==> src/rtl/adder_rr_arbiter_if.sv <==
// rtl/adder_rr_arbiter_if.sv - request/result bundle for the round-robin adder
//
// Groups every handshake and data signal of adder_rr_arbiter.
//   req, a_flat, b_flat, cin_vec : per-requester operands (requester i at slice i)
//   grant                        : one-hot, combinational, operands captured this edge
//   res_valid/res_ready          : result handshake
//   res_id, sum, cout, overflow  : result payload
//   busy                         : pipeline holds anything
// master drives requests and res_ready; slave is the arbiter/adder.

interface adder_rr_arbiter_if #(
    parameter int W    = 32,
    parameter int NREQ = 4
);
    localparam int IDW = $clog2(NREQ);

    logic [NREQ-1:0]   req;
    logic [NREQ*W-1:0] a_flat;
    logic [NREQ*W-1:0] b_flat;
    logic [NREQ-1:0]   cin_vec;
    logic [NREQ-1:0]   grant;
    logic              res_valid;
    logic              res_ready;
    logic [IDW-1:0]    res_id;
    logic [W-1:0]      sum;
    logic              cout;
    logic              overflow;
    logic              busy;

    modport master (
        output req, a_flat, b_flat, cin_vec, res_ready,
        input  grant, res_valid, res_id, sum, cout, overflow, busy
    );

    modport slave (
        input  req, a_flat, b_flat, cin_vec, res_ready,
        output grant, res_valid, res_id, sum, cout, overflow, busy
    );
endinterface

==> src/rtl/adder_rr_arbiter.sv <==
// rtl/adder_rr_arbiter.sv - round-robin arbitrated two-stage signed adder
//
// carry_bypass_adder : W-bit adder built from BLK-bit ripple blocks; a block whose
//                      bits all propagate passes its carry-in straight through.
//   a, b, cin -> sum, cout
//
// adder_rr_arbiter   : NREQ requesters compete for one adder. The winner's
//                      operands go into stage 1, the adder output is captured in
//                      the stage-2 result register.
//   clk  : rising-edge clock
//   rst  : asynchronous active-high reset
//   bus  : adder_rr_arbiter_if.slave (requests, grant, result handshake, busy)

module carry_bypass_adder #(
    parameter int W   = 32,
    parameter int BLK = 4
) (
    input  logic [W-1:0] a,
    input  logic [W-1:0] b,
    input  logic         cin,
    output logic [W-1:0] sum,
    output logic         cout
);
    localparam int NB = W / BLK;

    logic [W-1:0] s;
    logic         carry;
    logic         blk_in;
    logic         rc;
    logic         prop;
    logic         p;

    always_comb begin
        s      = '0;
        carry  = cin;
        blk_in = 1'b0;
        rc     = 1'b0;
        prop   = 1'b0;
        p      = 1'b0;
        for (int k = 0; k < NB; k++) begin
            blk_in = carry;
            rc     = carry;
            prop   = 1'b1;
            for (int j = 0; j < BLK; j++) begin
                p             = a[k*BLK+j] ^ b[k*BLK+j];
                s[k*BLK+j]    = p ^ rc;
                rc            = (a[k*BLK+j] & b[k*BLK+j]) | (p & rc);
                prop          = prop & p;
            end
            // Full-propagate block: carry-out equals carry-in, skip the ripple.
            carry = prop ? blk_in : rc;
        end
        sum  = s;
        cout = carry;
    end
endmodule

module adder_rr_arbiter #(
    parameter int W    = 32,
    parameter int NREQ = 4,
    parameter int BLK  = 4
) (
    input logic             clk,
    input logic             rst,
    adder_rr_arbiter_if.slave bus
);
    localparam int IDW = $clog2(NREQ);

    // Stage 1: operand register
    logic           s1_valid;
    logic [W-1:0]   s1_a;
    logic [W-1:0]   s1_b;
    logic           s1_cin;
    logic [IDW-1:0] s1_id;

    // Stage 2: result register
    logic           res_valid;
    logic [W-1:0]   res_sum;
    logic           res_cout;
    logic           res_ovf;
    logic [IDW-1:0] res_id;

    logic [IDW-1:0] last;
    logic [IDW-1:0] win_id;
    logic [IDW-1:0] cand;
    logic           found;
    logic           gnt_valid;
    logic           load_s2;
    logic           accept;

    logic [W-1:0]   add_sum;
    logic           add_cout;
    logic           add_ovf;

    assign load_s2 = ~res_valid | bus.res_ready;
    assign accept  = ~s1_valid | load_s2;

    // Search starts one past the last winner and wraps; the final candidate
    // (offset NREQ) is the last winner itself, so a lone requester keeps winning.
    always_comb begin
        found  = 1'b0;
        win_id = last;
        cand   = last;
        for (int off = 1; off <= NREQ; off++) begin
            cand = last + IDW'(off);
            if (!found && bus.req[cand]) begin
                found  = 1'b1;
                win_id = cand;
            end
        end
    end

    assign gnt_valid = found & accept & ~rst;
    assign bus.grant = gnt_valid ? ({{(NREQ-1){1'b0}}, 1'b1} << win_id) : '0;

    always_ff @(posedge clk or posedge rst) begin
        if (rst) begin
            last     <= IDW'(NREQ - 1);
            s1_valid <= 1'b0;
            s1_a     <= '0;
            s1_b     <= '0;
            s1_cin   <= 1'b0;
            s1_id    <= '0;
        end else if (gnt_valid) begin
            last     <= win_id;
            s1_valid <= 1'b1;
            s1_a     <= bus.a_flat[int'(win_id)*W +: W];
            s1_b     <= bus.b_flat[int'(win_id)*W +: W];
            s1_cin   <= bus.cin_vec[win_id];
            s1_id    <= win_id;
        end else if (load_s2) begin
            s1_valid <= 1'b0;
        end
    end

    carry_bypass_adder #(
        .W   (W),
        .BLK (BLK)
    ) u_add (
        .a    (s1_a),
        .b    (s1_b),
        .cin  (s1_cin),
        .sum  (add_sum),
        .cout (add_cout)
    );

    assign add_ovf = (s1_a[W-1] & s1_b[W-1] & ~add_sum[W-1]) |
                     (~s1_a[W-1] & ~s1_b[W-1] & add_sum[W-1]);

    always_ff @(posedge clk or posedge rst) begin
        if (rst) begin
            res_valid <= 1'b0;
            res_sum   <= '0;
            res_cout  <= 1'b0;
            res_ovf   <= 1'b0;
            res_id    <= '0;
        end else if (load_s2) begin
            if (s1_valid) begin
                res_valid <= 1'b1;
                res_sum   <= add_sum;
                res_cout  <= add_cout;
                res_ovf   <= add_ovf;
                res_id    <= s1_id;
            end else begin
                res_valid <= 1'b0;
            end
        end
    end

    assign bus.res_valid = res_valid;
    assign bus.sum       = res_sum;
    assign bus.cout      = res_cout;
    assign bus.overflow  = res_ovf;
    assign bus.res_id    = res_id;
    assign bus.busy      = s1_valid | res_valid;
endmodule

==> src/flat_wrapper.sv <==
// flat-port wrapper written by rule: the top's interface ports become plain ports
module adder_rr_arbiter_flat 
#(
    parameter int W    = 32,
    parameter int NREQ = 4,
    parameter int BLK  = 4
)
  (clk, rst, bus_req, bus_a_flat, bus_b_flat, bus_cin_vec, bus_res_ready, bus_grant, bus_res_valid, bus_res_id, bus_sum, bus_cout, bus_overflow, bus_busy);
  adder_rr_arbiter_if #(.W(W), .NREQ(NREQ)) bus_i ();
  input logic clk;
  input logic rst;
  input wire logic [$bits(bus_i.req)-1:0] bus_req;
  input wire logic [$bits(bus_i.a_flat)-1:0] bus_a_flat;
  input wire logic [$bits(bus_i.b_flat)-1:0] bus_b_flat;
  input wire logic [$bits(bus_i.cin_vec)-1:0] bus_cin_vec;
  input wire logic [$bits(bus_i.res_ready)-1:0] bus_res_ready;
  output wire logic [$bits(bus_i.grant)-1:0] bus_grant;
  output wire logic [$bits(bus_i.res_valid)-1:0] bus_res_valid;
  output wire logic [$bits(bus_i.res_id)-1:0] bus_res_id;
  output wire logic [$bits(bus_i.sum)-1:0] bus_sum;
  output wire logic [$bits(bus_i.cout)-1:0] bus_cout;
  output wire logic [$bits(bus_i.overflow)-1:0] bus_overflow;
  output wire logic [$bits(bus_i.busy)-1:0] bus_busy;
  assign bus_i.req = bus_req;
  assign bus_i.a_flat = bus_a_flat;
  assign bus_i.b_flat = bus_b_flat;
  assign bus_i.cin_vec = bus_cin_vec;
  assign bus_i.res_ready = bus_res_ready;
  assign bus_grant = bus_i.grant;
  assign bus_res_valid = bus_i.res_valid;
  assign bus_res_id = bus_i.res_id;
  assign bus_sum = bus_i.sum;
  assign bus_cout = bus_i.cout;
  assign bus_overflow = bus_i.overflow;
  assign bus_busy = bus_i.busy;
  adder_rr_arbiter #(.W(W), .NREQ(NREQ), .BLK(BLK)) u_core (.clk(clk), .rst(rst), .bus(bus_i));
endmodule
==> config.mk <==
export PLATFORM = sky130hd
export DESIGN_NAME = adder_rr_arbiter_flat
export DESIGN_NICKNAME = d
export VERILOG_FILES = /design/src/rtl/adder_rr_arbiter_if.sv /design/src/rtl/adder_rr_arbiter.sv /design/src/flat_wrapper.sv
export SDC_FILE = /design/constraint.sdc
export NUM_CORES = 1
export LEC_CHECK = 0
export ABC_AREA = 1
export CELL_PAD_IN_SITES_DETAIL_PLACEMENT = 0
export CELL_PAD_IN_SITES_GLOBAL_PLACEMENT = 2
export CORE_ASPECT_RATIO = 0.8
export CORE_MARGIN = 4
export CORE_UTILIZATION = 33
export DETAILED_ROUTE_END_ITERATION = 16
export DONT_BUFFER_PORTS = 1
export MAX_ROUTING_LAYER = met4
export PLACE_DENSITY_LB_ADDON = 0.15
export SYNTH_ARGS = -nofsm -noshare
export SYNTH_HDL_FRONTEND = slang
export SYNTH_SLANG_ARGS = --single-unit
==> constraint.sdc <==
create_clock -name clk -period 23.1 [get_ports clk]
set_clock_uncertainty 0.05 [all_clocks]
set_input_delay 1.155 -clock clk [delete_from_list [all_inputs] [get_ports clk]]
set_output_delay 1.155 -clock clk [all_outputs]
set_load 0.01 [all_outputs]
==> reports/results.ini <==
[setup_path]
cpMostUsedCell = fa_1
cp-startpoint = u_core.s1_cin
cp.arrival_ns = 17.42
end_kind = flip-flop
crit_slowest_cell = fa_1
required_ns = 23.29
crit_type = reg -> reg
worst_setup_path_start_kind = flip-flop
max_stage_delay_ns = 0.47
reg2reg_from = u_core.s1_cin
cp_max_fo = 3

[clock_network]
cts_setup_buffers = 0
cts_root_buffer = clkbuf_16
path_clk_slew_ns = 0.07
clk_latency_ns = 0.35
htreeDepth = 3
clockBufferDepth = 2
clock_sinks = 107
cts_tree = built
cts_resized = 0
numCtsBuffers = 9
cts-hold-fix-buffers = 0

[global_routing]
grt_pass1_vias = 6997
grt_pass1_wl_mm = 41.3
grt.overflow.total = 0
antenna_found_initial = 0
grt_max_degree = 99
track_usage_pct = 20.3

[floorplanning]
core_sq_mm = 0.0235
dieWidth_um = 181
fp.dieH_um = 147
die_area_sq_mm = 0.0266
start_util_pct = 33.8
ioPinCount = 309
rows = 50

[layout]
nNetsFinal = 1465
layout_common_cells = nand2_1 (824), dfrtp_1 (105), ha_1 (33)
layoutNonFillerInstCount = 1450
layout_commonest_cell = nand2_1
postLayoutCoreUtil_pct = 35.5
antenna_cells = 0
area_growth_pct = 5.18
layout-drive-gt1-share_pct = 6.06

[route]
antenna_left = 0
routedWlPerCell_um = 18.4
viasPerCell = 4.72
drtPass1Iterations = 4
drc = 0
num_vias = 6839
routed_wirelength_mm = 26.7
drt_iter0_markers = 478

[logic_synthesis]
synth_area_sq_mm = 0.00795
synth_flop_cell = dfrtp_1
syn_area_per_cell_sq_um = 6.75
ys_warn_count = 0
synth-compound-area-share_pct = 1.28
async_flop_share_pct = 100
synthXorXnorAreaFrac_pct = 0.425
synth_top_family_by_area = simple AND/OR/NAND/NOR gates
synthMuxAreaShare_pct = 4.25
synth_fp_nets = 1509
synth_cell_types = 29
ys_seq_area_share_pct = 33.7
synthSimpleGateAreaFrac_pct = 41.4
synth_fa_ha_area_share_pct = 13.3
syn_inst = 1177
synth.ff_latch_count = 107
synth_edf_count = 0

[timing]
min_period_over_period_pct = 74.6
timing.fmax_mhz = 58.0
drv_slew = 0
timing_hold_violations_final = 0
slew_headroom_pct = 36.4
worst_slack_ns = 5.87
worst_pin_slew_ns = 0.954
rsz0062_at_grt = false
setup-tns-final_ns = 0
fin_crit_ns = 17.23
setup_viol = 0

[flow_run]
maxCapViolCount = 0

[outcome]
run_status = finished, final reports clean

[min_path]
min_path_type = reg -> reg
worstHoldStart = u_core.s1_a[0]

[placed_design]
numPortBuffers = 0
hpwl_mm = 21.2
place_inst = 1434
dp_slack_ns = 5.79
routabilityCongestion = 0.771

-- synthesized netlist by cell type, types with 2 or more instances --
master    instances  share of area (%)
nand4_1           5               0.39
clkbuf_1         22                1.0
o21ai_0           9               0.57
buf_6             7               0.99
buf_4             8               0.76
dfstp_2           2               0.66
mux2_2           30                4.3
buf_1             9               0.43
nand2_2           2               0.16
buf_2            15               0.94
nor2_1           12               0.57
nand2_1         826                 39
or2_2             4               0.31
inv_1            25                1.2
dfrtp_1         105                 33
ha_1             33                5.2
nand3_1           9               0.57
fa_1             32                8.1
inv_2             3               0.14
and2_1            3               0.24
o21ai_1           8               0.50
-- metrics by stage --
| step | cell area [sq um] | hold slack, ns |
|---|---|---|
| after global placement | 8060 | 0.451 |
| after detailed placement | 8060 | 0.454 |
| final | 8360 | 0.469 |
| after CTS | 8360 | 0.469 |
| after global routing | 8360 | 0.497 |
| after floorplan | 7950 | 0.413 |
-- cell type report --
cell class	count	area [sq um]
flip-flops and latches	107	2680
inverters	28	110
repair buffers	7	52.6
well taps	312	390
fillers	2676	15200
clock inverters	6	65.1
multi-input cells	980	4830
clock buffers	10	229
-- critical path, delay by kind of cell (launching register included) --
kind	cells	cell delay, ns
simple gates	13	1.87
flops	1	0.40
buf+inv	5	0.33
compound gates	3	0.45
fa+ha+maj	32	14.02
-- cell families after synthesis --
| family | count (synthesis) |
|---|---|
| xor gates and xnor gates | 3 |
| DFF | 107 |
| buffers and inverters | 90 |
| muxes | 30 |
| and+or+nand+nor | 863 |
| AOI/OAI and AO/OA | 19 |
| adders and majority gates | 65 |
-- worst paths after layout --
kind	to	cells past startpoint	slack, ns
worst min-delay path	u_core.s1_a[0]	2	0.47
min in group asynchronous	u_core.bus.sum[23]	1	0.71
worst min register to register	u_core.s1_a[0]	2	0.47
worst max-delay path	u_core.bus.overflow	53	5.87
max in group asynchronous	u_core.s1_b[0]	2	21.08
worst max register to register	u_core.bus.overflow	53	5.87
-- per-layer routing --
layer	global-route usage (%)	wire length, um
met5	-	0
met2	27.8	11000
met3	2.13	1180
met4	3.30	204
met1	32.4	14300
-- sequential cells by signal (all words and copies together), names as in the netlist --
signal	count
u_core.s1_cin	1
u_core.s1_a	32
u_core.bus.res_id	2
u_core.bus.sum	32
u_core.bus.cout	1
u_core.last	2
u_core.s1_valid	1
u_core.bus.res_valid	1
u_core.s1_b	32
u_core.bus.overflow	1
u_core.s1_id	2
Power is not shown: default switching activity piles up to over one toggle a cycle in this logic, so the estimate is an artifact.
